## src/rtl/jtkunio_romarb_pkg.sv

```systemverilog
// Shared types and constants for the Kunio video ROM arbiter.
package jtkunio_romarb_pkg;

  localparam int unsigned DATA_W  = 32;
  localparam int unsigned SDRAM_W = 22;
  localparam int unsigned CHAR_W  = 14;
  localparam int unsigned SCR_W   = 17;
  localparam int unsigned OBJ_W   = 18;

  typedef enum logic [1:0] {
    ST_IDLE     = 2'd0,
    ST_WAIT_ACK = 2'd1,
    ST_WAIT_RDY = 2'd2
  } state_t;

  localparam logic [1:0] CH_CHAR = 2'd0;
  localparam logic [1:0] CH_SCR  = 2'd1;
  localparam logic [1:0] CH_OBJ  = 2'd2;

endpackage

```

## src/rtl/jtkunio_romarb_slot.sv

```systemverilog
// One-word cache slot for a single ROM client: valid bit, tag and data.
module jtkunio_romarb_slot
  import jtkunio_romarb_pkg::*;
#(
  parameter int unsigned AW = 14
) (
  input  logic              clk,
  input  logic              rst,
  input  logic              cs,
  input  logic [AW-1:0]     addr,
  input  logic              wr_en,
  input  logic [AW-1:0]     wr_tag,
  input  logic [DATA_W-1:0] wr_data,
  output logic [DATA_W-1:0] data,
  output logic              ok_c,
  output logic              miss_c
);

  logic          valid;
  logic [AW-1:0] tag;
  logic          match_c;

  // Slot storage, refilled when the arbiter completes a fetch for this client
  always_ff @(posedge clk or posedge rst) begin
    if (rst) begin
      valid <= 1'b0;
      tag   <= '0;
      data  <= '0;
    end else if (wr_en) begin
      valid <= 1'b1;
      tag   <= wr_tag;
      data  <= wr_data;
    end
  end

  // Hit/miss follow addr combinationally so ok drops the cycle addr moves
  always_comb begin
    match_c = valid && (tag == addr);
    ok_c    = cs && match_c;
    miss_c  = cs && !match_c;
  end

endmodule

```

## src/rtl/jtkunio_romarb.sv

```systemverilog
// Round-robin arbiter sharing one SDRAM read port among char/scroll/object ROM fetchers.
module jtkunio_romarb
  import jtkunio_romarb_pkg::*;
#(
  parameter logic [21:0] CHAR_OFFSET = 22'h00000,
  parameter logic [21:0] SCR_OFFSET  = 22'h04000,
  parameter logic [21:0] OBJ_OFFSET  = 22'h24000
) (
  input  logic               clk,
  input  logic               rst,
  input  logic               char_cs,
  input  logic [CHAR_W-1:0]  char_addr,
  output logic [DATA_W-1:0]  char_data,
  output logic               char_ok,
  input  logic               scr_cs,
  input  logic [SCR_W-1:0]   scr_addr,
  output logic [DATA_W-1:0]  scr_data,
  output logic               scr_ok,
  input  logic               obj_cs,
  input  logic [OBJ_W-1:0]   obj_addr,
  output logic [DATA_W-1:0]  obj_data,
  output logic               obj_ok,
  output logic               sdram_req,
  output logic [SDRAM_W-1:0] sdram_addr,
  input  logic               sdram_ack,
  input  logic               data_rdy,
  input  logic [DATA_W-1:0]  sdram_din
);

  state_t               state, state_nxt;
  logic [1:0]           sel, sel_nxt, last, last_nxt;
  logic [OBJ_W-1:0]     lat_addr, lat_addr_nxt;
  logic                 req_nxt;
  logic [SDRAM_W-1:0]   addr_nxt;
  logic [2:0]           miss_c, fill_c;
  logic [1:0]           pick_c;
  logic [OBJ_W-1:0]     pick_addr_c;
  logic [SDRAM_W-1:0]   pick_sdram_c;

  jtkunio_romarb_slot #(.AW(CHAR_W)) u_char (
    .clk(clk), .rst(rst), .cs(char_cs), .addr(char_addr),
    .wr_en(fill_c[0]), .wr_tag(CHAR_W'(lat_addr)), .wr_data(sdram_din),
    .data(char_data), .ok_c(char_ok), .miss_c(miss_c[0])
  );

  jtkunio_romarb_slot #(.AW(SCR_W)) u_scr (
    .clk(clk), .rst(rst), .cs(scr_cs), .addr(scr_addr),
    .wr_en(fill_c[1]), .wr_tag(SCR_W'(lat_addr)), .wr_data(sdram_din),
    .data(scr_data), .ok_c(scr_ok), .miss_c(miss_c[1])
  );

  jtkunio_romarb_slot #(.AW(OBJ_W)) u_obj (
    .clk(clk), .rst(rst), .cs(obj_cs), .addr(obj_addr),
    .wr_en(fill_c[2]), .wr_tag(lat_addr), .wr_data(sdram_din),
    .data(obj_data), .ok_c(obj_ok), .miss_c(miss_c[2])
  );

  // Round-robin pick: first missing client after the last one served
  always_comb begin
    pick_c = CH_CHAR;
    case (last)
      CH_CHAR: pick_c = miss_c[1] ? CH_SCR  : (miss_c[2] ? CH_OBJ  : CH_CHAR);
      CH_SCR:  pick_c = miss_c[2] ? CH_OBJ  : (miss_c[0] ? CH_CHAR : CH_SCR);
      default: pick_c = miss_c[0] ? CH_CHAR : (miss_c[1] ? CH_SCR  : CH_OBJ);
    endcase
  end

  // Address and region offset of the picked client; the sum wraps at 22 bits
  always_comb begin
    pick_addr_c  = OBJ_W'(char_addr);
    pick_sdram_c = SDRAM_W'(char_addr) + CHAR_OFFSET;
    case (pick_c)
      CH_SCR: begin
        pick_addr_c  = OBJ_W'(scr_addr);
        pick_sdram_c = SDRAM_W'(scr_addr) + SCR_OFFSET;
      end
      CH_OBJ: begin
        pick_addr_c  = obj_addr;
        pick_sdram_c = SDRAM_W'(obj_addr) + OBJ_OFFSET;
      end
      default: ;
    endcase
  end

  // State and registered request/bookkeeping
  always_ff @(posedge clk or posedge rst) begin
    if (rst) begin
      state      <= ST_IDLE;
      sel        <= CH_CHAR;
      last       <= CH_OBJ;
      lat_addr   <= '0;
      sdram_req  <= 1'b0;
      sdram_addr <= '0;
    end else begin
      state      <= state_nxt;
      sel        <= sel_nxt;
      last       <= last_nxt;
      lat_addr   <= lat_addr_nxt;
      sdram_req  <= req_nxt;
      sdram_addr <= addr_nxt;
    end
  end

  // Next-state logic; an ack and rdy in the same cycle complete the fetch at once
  always_comb begin
    state_nxt    = state;
    sel_nxt      = sel;
    last_nxt     = last;
    lat_addr_nxt = lat_addr;
    req_nxt      = sdram_req;
    addr_nxt     = sdram_addr;
    fill_c       = 3'b000;
    case (state)
      ST_IDLE: begin
        if (|miss_c) begin
          sel_nxt      = pick_c;
          lat_addr_nxt = pick_addr_c;
          addr_nxt     = pick_sdram_c;
          req_nxt      = 1'b1;
          state_nxt    = ST_WAIT_ACK;
        end
      end
      ST_WAIT_ACK: begin
        if (sdram_ack) begin
          req_nxt = 1'b0;
          if (data_rdy) begin
            fill_c    = 3'b001 << sel;
            last_nxt  = sel;
            state_nxt = ST_IDLE;
          end else begin
            state_nxt = ST_WAIT_RDY;
          end
        end
      end
      ST_WAIT_RDY: begin
        if (data_rdy) begin
          fill_c    = 3'b001 << sel;
          last_nxt  = sel;
          state_nxt = ST_IDLE;
        end
      end
      default: state_nxt = ST_IDLE;
    endcase
  end

endmodule

```

## config.mk

```make
export PLATFORM = sky130hd
export DESIGN_NAME = jtkunio_romarb
export DESIGN_NICKNAME = d
export VERILOG_FILES = /design/src/rtl/jtkunio_romarb_pkg.sv /design/src/rtl/jtkunio_romarb_slot.sv /design/src/rtl/jtkunio_romarb.sv
export SDC_FILE = /design/constraint.sdc
export NUM_CORES = 1
export LEC_CHECK = 0
export BUFFER_PORTS_ARGS = -buffer_cell sky130_fd_sc_hd__buf_4
export CELL_PAD_IN_SITES_DETAIL_PLACEMENT = 1
export CELL_PAD_IN_SITES_GLOBAL_PLACEMENT = 1
export CORE_UTILIZATION = 43
export CTS_CLUSTER_SIZE = 20
export DETAILED_ROUTE_END_ITERATION = 12
export GPL_ROUTABILITY_DRIVEN = 0
export PLACE_DENSITY_LB_ADDON = 0.1
export SLEW_MARGIN = 0
export SYNTH_ARGS = -nofsm -noshare
export SYNTH_HDL_FRONTEND = slang
export SYNTH_SLANG_ARGS = --single-unit
```

## constraint.sdc

```tcl
create_clock -name clk -period 7.35 [get_ports clk]
set_clock_uncertainty 0.05 [all_clocks]
set_input_delay 0.3675 -clock clk [delete_from_list [all_inputs] [get_ports clk]]
set_output_delay 0.3675 -clock clk [all_outputs]
set_load 0.02 [all_outputs]
```

==> summary.md <==
| Metric | Value |
|---|---|
| Worst Tran Pin Value | `1090 ps` |
| Cell Pwr Density | `458 nW/um2` |
| Setup_tns | `0 ps` |
| Number of synthesized flops with an enable pin | `0` |
| Max Fclk | `0.230 GHz` |
| Part of the Yosys area used for sequential elements | `55.3%` |
| Largest net degree at the start of global routing | `104` |
| Area taken by flip-flops and latches | `4460 um2` |
| Worst-path fanout max | `33` |
| Final hold slack | `48.8 ps` |
| Die width | `139 um` |
| Post-Syn Area per Cell | `13.9 um2` |
| Final wirelength | `21600 um` |
| Placed wire-length estimate | `14800 um` |
| VDD IR max | `0.234 mV` |
| Area of the multi-input gates | `3320 um2` |
| Final net count | `867` |
| Vias in the first global route | `6240` |
| Worst hold-check path type | `in2async` |
| Final setup violation count | `0` |
| Min Tclk post-route | `4340 ps` |
| Yosys cell types | `50` |
| Die ar. | `19300 um2` |
| Max H-tree Level | `4` |
| Die Y | `139 um` |
| Initial Util | `44.4%` |
| Status | `finished clean` |
| Sink Count | `178` |
| Worst slew margin | `27.6%` |
| DR pass1 iterations | `6` |
| Placed instance area | `9700 um2` |
| Max-cap viol count | `0` |
| Area grow syn2layout | `27.5%` |
| Largest stage delay on the critical path | `1010 ps` |
| Fin. max-slew vios | `0` |
| CTS tree | `done` |
| # fillers | `1821` |
| CP Cell Sequence | `xnor2_1 -> nand4_1 -> nor4_1 -> or2b_2 -> nand3_1 -> a22o_1 -> ha_1 -> and2b_2 -> a22o_2 -> mux2_4` |
| IO Port Bufs | `206` |
| WP data required | `7610 ps` |
| Top-area cell type share of the netlist area | `54.9%` |
| Drt initial violations | `222` |
| Skew-Pair Late Insertion Delay | `430 ps` |
| R2R cell count | `10` |
| Hold Fails Final Rpt | `0` |
| Tcrit/Tclk final | `59.0%` |
| Cell count after synthesis | `582` |
| Drt drc | `0` |
| Routed via count | `5467` |
| R2r setup slk | `3010 ps` |
| Crit path buf inv count | `0` |
| Clock-pin slew on the worst setup and hold paths | `70 ps` |
| Unrepaired setup endpoints after global routing | `no` |
| Antenna violations before repair | `1` |
| Worst Slack Setup Final | `3010 ps` |
| Overall power | `4710 uW` |
| Seq cells post-synth | `178` |
| Clk Tree Root Cell | `clkbuf_16` |
| Final non-filler cell area | `10300 um2` |
| Slowest stage cell on the critical path | `ha_1` |
| I/O pin count | `210` |
| Cell Rows | `49` |
| Worst Setup Path Type | `reg2reg` |
| Vias per cell | `5.39` |
| Ranking of synthesized cells by area | `dfrtp_1 55%, mux2_2 21%, xnor2_1 3.8%, mux2_4 3.5%, xor2_1 1.8%` |
| Clk buf depth | `2` |
| GRT Util Overall | `23.4%` |
| Leak | `0.00492 uW` |
| Commonest non-fill, non-tap cell in the layout | `buf_4` |
| Cell taking the most area after synthesis | `dfrtp_1` |
| WP depth | `10` |
| Synth warn | `0` |
| FF-to-FF End | `sdram_addr[15]` |
| ANT nets after route | `0` |
| First-pass GRT wire length | `34300 um` |
| Share of flip-flops with an asynchronous set or reset | `100%` |
| CTS buffer count | `17` |
| Most frequent cells in the layout | `211 x buf_4, 177 x dfrtp_1, 151 x mux2_2` |
| Worst r2r src | `u_char.tag[10]` |
| Share of cells above drive strength 1 | `55.0%` |
| Dpl ws | `2970 ps` |
| CTS Hold Bufs | `0` |
| Top_reg_cell synth | `dfrtp_1` |
| Post-CTS setup buffers | `0` |
| CP arrival | `4600 ps` |
| CP startpoint kind | `flop` |
| Routed WL per cell | `21.2 um` |
| Post_cts resized | `0` |
| Post-Syn Area | `8060 um2` |
| Crit. End Element | `flop` |
| CORE AREA | `18100 um2` |
| Total gr overflow | `0` |
| Family with the most delay on the worst path | `simple AND/OR/NAND/NOR gates` |
logic make-up (layout without fill, tap and decap cells):
family | Yosys count | count (layout) | synth area share [%]
compound gates | 56 | 56 | 4.98
xor+xnor | 52 | 52 | 5.65
fa+ha+maj | 7 | 7 | 1.09
buf+inv | 55 | 256 | 3.86
flops | 178 | 178 | 55.3
mux | 172 | 172 | 24.9
other cells | 1 | 4 | 0.0465
simple gates | 61 | 61 | 4.22
how the worst max path moves through the flow:
stage,startpoint,end,slack (ps)
3_3_place_gp,char_addr[10],sdram_addr[15],3040
6_report,u_char.tag[10],sdram_addr[15],3010
5_1_grt,u_char.tag[10],lat_addr[16],2810
3_5_place_dp,char_addr[10],lat_addr[16],2970
4_1_cts,u_char.tag[10],lat_addr[16],2980
2_1_floorplan,rst,last[0],2100
Yosys cell counts (2+ instances only):
library cell  count
a21oi_1           5
a22o_1            3
a22o_2            2
a22oi_1          15
and2_1            2
and2b_2           2
buf_2             6
buf_4            18
buf_6             2
clkbuf_1         13
dfrtp_1         177
ha_1              7
inv_1            13
mux2_2          151
mux2_4           19
mux2i_1           2
nand2_1          18
nand3_1           7
nand4_1           8
nor2_1            3
nor3_1            4
nor3b_1           2
nor4_1            5
o21ai_0          16
o22ai_1           3
or2_2             3
or2b_2            3
xnor2_1          35
xor2_1           17
metal layers:
metal	routed length [um]	global-route usage [%]
met5	0	0
met1	8430	26.7
met4	604	9.42
met2	11000	40.5
met3	1500	7.49
state kept, by name, summed over array words and instances, names as in the netlist, 2 cells and up:
name	count
state	2
last	2
u_scr.data	32
u_char.data	32
u_obj.data	32
u_char.tag	14
sdram_addr	5
u_obj.tag	18
lat_addr	18
u_scr.tag	17
sel	2
area by class of cell:
cell class,count,share of cell area (%)
flip-flops and latches,178,43.4
diodes,1,0.0244
inverters,13,0.524
clock inverters,14,1.34
clock buffers,18,4.27
multi-input cells,351,32.3
well taps,229,2.79
repair buffers,211,15.4
per-stage QoR:
stage / util (%) / instances
final: 56.6 / 1015
after global routing: 56.6 / 1014
after CTS: 56.6 / 1014
after detailed placement: 53.4 / 982
after global placement: 53.4 / 982
after floorplan: - / 584
power by group:
group / total [uW] / switching [uW] / internal [uW]
clock: 883 / 422 / 460
sequential: 1750 / 314 / 1440
combinational: 2080 / 1040 / 1030
total: 4710 / 1780 / 2930
Power figures use the tool's default switching activity.
